===== config.mk =====
export PLATFORM = sky130hd
export DESIGN_NAME = vga_frame_sched
export DESIGN_NICKNAME = d
export VERILOG_FILES = /design/src/rtl/vga_frame_sched.sv
export SDC_FILE = /design/constraint.sdc
export NUM_CORES = 1
export LEC_CHECK = 0
export BUFFER_PORTS_ARGS = -buffer_cell sky130_fd_sc_hd__buf_4
export CAP_MARGIN = 5
export CORE_MARGIN = 5
export CORE_UTILIZATION = 45
export CTS_BUF_LIST = sky130_fd_sc_hd__clkbuf_4 sky130_fd_sc_hd__clkbuf_8
export DETAILED_ROUTE_END_ITERATION = 12
export PLACE_DENSITY = 0.77
export SLEW_MARGIN = 0
export SYNTH_ARGS = -nofsm -noshare
export SYNTH_HDL_FRONTEND = slang
export SYNTH_SLANG_ARGS = --single-unit

===== constraint.sdc =====
create_clock -name clk -period 3.4 [get_ports clk]
set_input_delay 0.51 -clock clk [delete_from_list [all_inputs] [get_ports clk]]
set_output_delay 0.51 -clock clk [all_outputs]
set_load 0.1 [all_outputs]

===== src/rtl/vga_frame_sched.sv =====
// Raster timing, per-line prefetch request scheduling and frame-boundary config
// shadowing for the VGA pattern datapath.
module vga_frame_sched #(
   parameter int unsigned H_ACTIVE = 640,
   parameter int unsigned H_FP     = 16,
   parameter int unsigned H_SYNC   = 96,
   parameter int unsigned H_BP     = 48,
   parameter int unsigned V_ACTIVE = 480,
   parameter int unsigned V_FP     = 10,
   parameter int unsigned V_SYNC   = 2,
   parameter int unsigned V_BP     = 33
) (
   input  logic       clk,
   input  logic       rst,
   input  logic       pix_en,
   input  logic [7:0] cfg_in,
   input  logic       cfg_wr,
   input  logic       line_ack,
   output logic       hsync,
   output logic       vsync,
   output logic       display_on,
   output logic [9:0] hpos,
   output logic [9:0] vpos,
   output logic [7:0] cfg_active,
   output logic       cfg_pending,
   output logic [7:0] frame_cnt,
   output logic       line_req,
   output logic [9:0] line_num,
   output logic       line_miss,
   output logic [7:0] miss_cnt
);

   localparam int unsigned H_TOTAL = H_ACTIVE + H_FP + H_SYNC + H_BP;
   localparam int unsigned V_TOTAL = V_ACTIVE + V_FP + V_SYNC + V_BP;

   localparam logic [9:0] H_LAST   = 10'(H_TOTAL - 1);
   localparam logic [9:0] V_LAST   = 10'(V_TOTAL - 1);
   localparam logic [9:0] H_VIS    = 10'(H_ACTIVE);
   localparam logic [9:0] V_VIS    = 10'(V_ACTIVE);
   localparam logic [9:0] HS_START = 10'(H_ACTIVE + H_FP);
   localparam logic [9:0] HS_END   = 10'(H_ACTIVE + H_FP + H_SYNC);
   localparam logic [9:0] VS_START = 10'(V_ACTIVE + V_FP);
   localparam logic [9:0] VS_END   = 10'(V_ACTIVE + V_FP + V_SYNC);

   typedef enum logic {StIdle, StReq} req_state_e;

   req_state_e state;
   logic [7:0] cfg_shadow;
   logic [9:0] h_nxt, v_nxt, line_nxt;
   logic       h_last, v_last, frame_end, req_start, req_expire;

   // Syncs and display_on are computed from the next position so they stay
   // aligned with the registered hpos/vpos.
   always_comb begin
      h_last     = (hpos == H_LAST);
      v_last     = (vpos == V_LAST);
      h_nxt      = h_last ? 10'd0 : hpos + 10'd1;
      line_nxt   = v_last ? 10'd0 : vpos + 10'd1;
      v_nxt      = h_last ? line_nxt : vpos;
      frame_end  = pix_en & h_last & v_last;
      req_start  = pix_en & (h_nxt == H_VIS) & (line_nxt < V_VIS);
      req_expire = pix_en & (h_nxt == H_LAST);
   end

   always_ff @(posedge clk or posedge rst) begin
      if (rst) begin
         hpos       <= '0;
         vpos       <= '0;
         hsync      <= 1'b1;
         vsync      <= 1'b1;
         display_on <= 1'b1;
         frame_cnt  <= '0;
      end else if (pix_en) begin
         hpos       <= h_nxt;
         vpos       <= v_nxt;
         hsync      <= !((h_nxt >= HS_START) && (h_nxt < HS_END));
         vsync      <= !((v_nxt >= VS_START) && (v_nxt < VS_END));
         display_on <= (h_nxt < H_VIS) && (v_nxt < V_VIS);
         if (frame_end) frame_cnt <= frame_cnt + 8'd1;
      end
   end

   // A write on the boundary edge still commits the older pending value.
   always_ff @(posedge clk or posedge rst) begin
      if (rst) begin
         cfg_shadow  <= '0;
         cfg_pending <= 1'b0;
         cfg_active  <= '0;
      end else begin
         if (frame_end && cfg_pending) cfg_active <= cfg_shadow;
         if (cfg_wr) begin
            cfg_shadow  <= cfg_in;
            cfg_pending <= 1'b1;
         end else if (frame_end) begin
            cfg_pending <= 1'b0;
         end
      end
   end

   always_ff @(posedge clk or posedge rst) begin
      if (rst) begin
         state     <= StIdle;
         line_req  <= 1'b0;
         line_num  <= '0;
         line_miss <= 1'b0;
         miss_cnt  <= '0;
      end else begin
         line_miss <= 1'b0;
         unique case (state)
            StIdle: begin
               if (req_start) begin
                  state    <= StReq;
                  line_req <= 1'b1;
                  line_num <= line_nxt;
               end
            end
            StReq: begin
               if (line_ack) begin
                  state    <= StIdle;
                  line_req <= 1'b0;
               end else if (req_expire) begin
                  state     <= StIdle;
                  line_req  <= 1'b0;
                  line_miss <= 1'b1;
                  if (miss_cnt != 8'hFF) miss_cnt <= miss_cnt + 8'd1;
               end
            end
         endcase
      end
   end

endmodule


==> results.yml <==
timing:
  final_max_slew_viol_count: 0
  min_period_over_period_pct: 83.8
  max_slew_margin_pct: 63.0
  worst_pin_slew_ns: 0.555
  hold_ws_ns: 0.205
  timing.final.hold_violations: 0
  max_clock_freq_ghz: 0.351
  fin_worst_skew_ns: 0.00938
  finalWorstPathRequiredPeriod_ns: 2.85
  rsz_0062_raised_after_global_routing: "false"
  postLayoutSetupSlackWorst_ns: 0.549
  timing.final.setup_violations: 0
  total_neg_setup_slack_ns: 0
clocking:
  cts_buffers: 9
  cts_resized: 0
  cts.sinks: 69
  post-cts-setup-buffer-count: 0
  clk_pin_slew_worst_paths_ns: 0.08
  clkLatencyLatePin_ns: 0.34
  cts_tree: "yes"
  ctsLongestPathBuffers: 2
  cts_htree_levels: 3
  cts_hold_buf: 0
  root_buffer: "clkbuf_8"
routing:
  postRouteWirelength_microns: 8040
  routedWlPerCell_microns: 15.6
  drt.antenna.violating_nets: 0
  drc: 0
  route.vias.total: 2803
  routed_via_density: 5.45
  drtPass1Iterations: 4
  drt_iter0_drc: 138
min_path:
  hold_path.class: "input pin to asynchronous set/reset pin"
layout:
  post_layout_nonfiller_instances: 514
  ff_latch_area_sq_um: 1730
  filler_cell_count: 736
  final_core_utilization_pct: 55.4
  num_antenna_cells: 0
  syn2layout_area_growth_pct: 21.4
  finish.net_count: 424
  footprint_of_the_multi_input_gates_sq_um: 1800
  layout-drive-gt1-share_pct: 34.7
  stdcell_area_sq_um: 4490
outcome:
  run_status: "complete, no violations"
pwr:
  power_density_nw_per_um2: 529
  power.static_leakage_nw: 2.09
  vdd.ir_drop.worst_mv: 0.289
  finalPower_mw: 2.37
floorplanning:
  core.rowCount: 33
  core_area_sq_um: 8090
  die_area_sq_um: 10100
  ioPinCount: 73
  initial_standard_cell_utilization_of_the_core_pct: 45.7
  floorplan.die.height_microns: 101
  fp.dieW_microns: 101
worst_setup_path:
  regToRegStartpoint: "hpos[1]"
  cp_max_fo: 12
  crit-reg2reg-capture: "line_num[8]"
  end_kind: "flip-flop"
  worst-r2r-setup-slack_ns: 0.55
  critical_path_arrival_ns: 3.08
  cp-start-kind: "flip-flop"
  worst_setup_path_category: "flip-flop to flip-flop"
  timing.reg2reg.worst_path_depth: 8
  required_ns: 3.63
placed_design:
  place_ws_ns: 0.589
  gp_congestion: 0.927
  dpl_cell_area_sq_um: 4280
  placedCellCount: 498
  hpwl_microns: 5760
  portBuffers: 72
synth:
  syn_avg_cell_area_sq_um: 10.9
  synthCells: 339
  synth_sequential_area_ratio_pct: 46.8
  syn_area_sq_um: 3700
  yosysTopAreaCell: "dfrtp_1"
  synth-async-reset-ratio_pct: 100
  synth-warning-count: 0
  yosys.cell_types.count: 56
  postSynthNetCount: 359
  ys_top_cells_by_area: "dfrtp_1 (45%), mux2_2 (7.0%), xnor2_1 (4.3%)"
  synth_common_cells: "dfrtp_1 (66), mux2_2 (23), nor2_1 (22)"
  yosysTopAreaCellShare_pct: 44.7
  synth_ff_type: "dfrtp_1"
  synth_enable_flop_cells: 0
  postSynthRegisterBits: 69
  synth.most_common_cell: "dfrtp_1"
global_route:
  antenna_found_initial: 0
  grt-ovfl-total: 0
  grtUsageTotal_pct: 17.1
  grt_pass1_wl_microns: 14000
  grt_start_max_net_pins: 45
  first_global_vias: 2866
run:
  drv.max_cap_violation_count: 0
[critical path, cell delays in order, from the launching register on]
cell     delay, ns
dfrtp_1       0.49
ha_1          0.41
and4_1        0.39
xnor2_1       0.15
a32o_1        0.27
nand3_4       0.11
nor4_4        0.27
buf_4         0.27
mux2_2        0.36
[per-layer routing]
| layer | part of all wire [%] | wire, microns | track usage (%) | vias to the layer above |
|---|---|---|---|---|
| li1 | - | - | - | 1343 |
| met1 | 47 | 3760 | 24.1 | 1361 |
| met2 | 46 | 3690 | 25.7 | 87 |
| met3 | 6.0 | 485 | 3.46 | 12 |
| met4 | 1.4 | 109 | 7.36 | 0 |
| met5 | 0 | 0 | 0 | - |
[worst max-delay path by stage]
| stage | cells past startpoint | startpoint | to | slack (ns) |
|---|---|---|---|---|
| 2_1_floorplan | 10 | hpos[1] | line_num[0] | 0.15 |
| 3_3_place_gp | 8 | hpos[1] | line_num[7] | 0.65 |
| 3_5_place_dp | 8 | hpos[1] | line_num[7] | 0.59 |
| 4_1_cts | 8 | hpos[1] | line_num[8] | 0.57 |
| 5_1_grt | 8 | hpos[1] | line_num[7] | 0.35 |
| 6_report | 8 | hpos[1] | line_num[8] | 0.55 |
[cell type report]
cell class,count,area share (%)
Multi-Input combinational cell,237,40.2
Clock buffer,9,2.76
Clock inverter,7,1.81
Tap cell,105,2.93
Inverter,10,0.837
Sequential cell,69,38.6
Timing Repair Buffer,77,12.9
[sequential cells by signal (all words and copies together), names as in the netlist, 8 cells and up]
| signal | cells |
|---|---|
| hpos | 10 |
| line_num | 10 |
| vpos | 10 |
| cfg_active | 8 |
| cfg_shadow | 8 |
| frame_cnt | 8 |
| miss_cnt | 8 |
[power by group]
part / internal [mW] / switching (mW)
registers: 0.870 / 0.140
clock network: 0.349 / 0.343
logic: 0.185 / 0.485
total: 1.40 / 0.969
[logic make-up after synthesis]
logic type	count (synthesis)	share of synthesized area [%]
and+or+nand+nor	116	18.8
adders and majority gates	7	2.37
muxes	33	10.7
xor gates and xnor gates	36	8.53
AOI/OAI and AO/OA	45	8.39
DFF	69	46.8
buffers and inverters	33	4.40
[placed cells by master (no fill, tap or decap), types with 4 or more instances in the layout]
cell / instances
mux2_2: 23
nand2b_1: 7
nor3_1: 7
xor2_1: 18
nand3_1: 20
ha_1: 7
nand2_1: 15
nand4_1: 16
dfrtp_1: 66
a21oi_1: 7
nor2_1: 22
and4_1: 4
o21ai_0: 11
buf_4: 77
nor2b_1: 4
inv_1: 9
xnor2_1: 18
clkbuf_8: 9
mux2_4: 7
No activity file was read; power rests on OpenSTA's default activity.
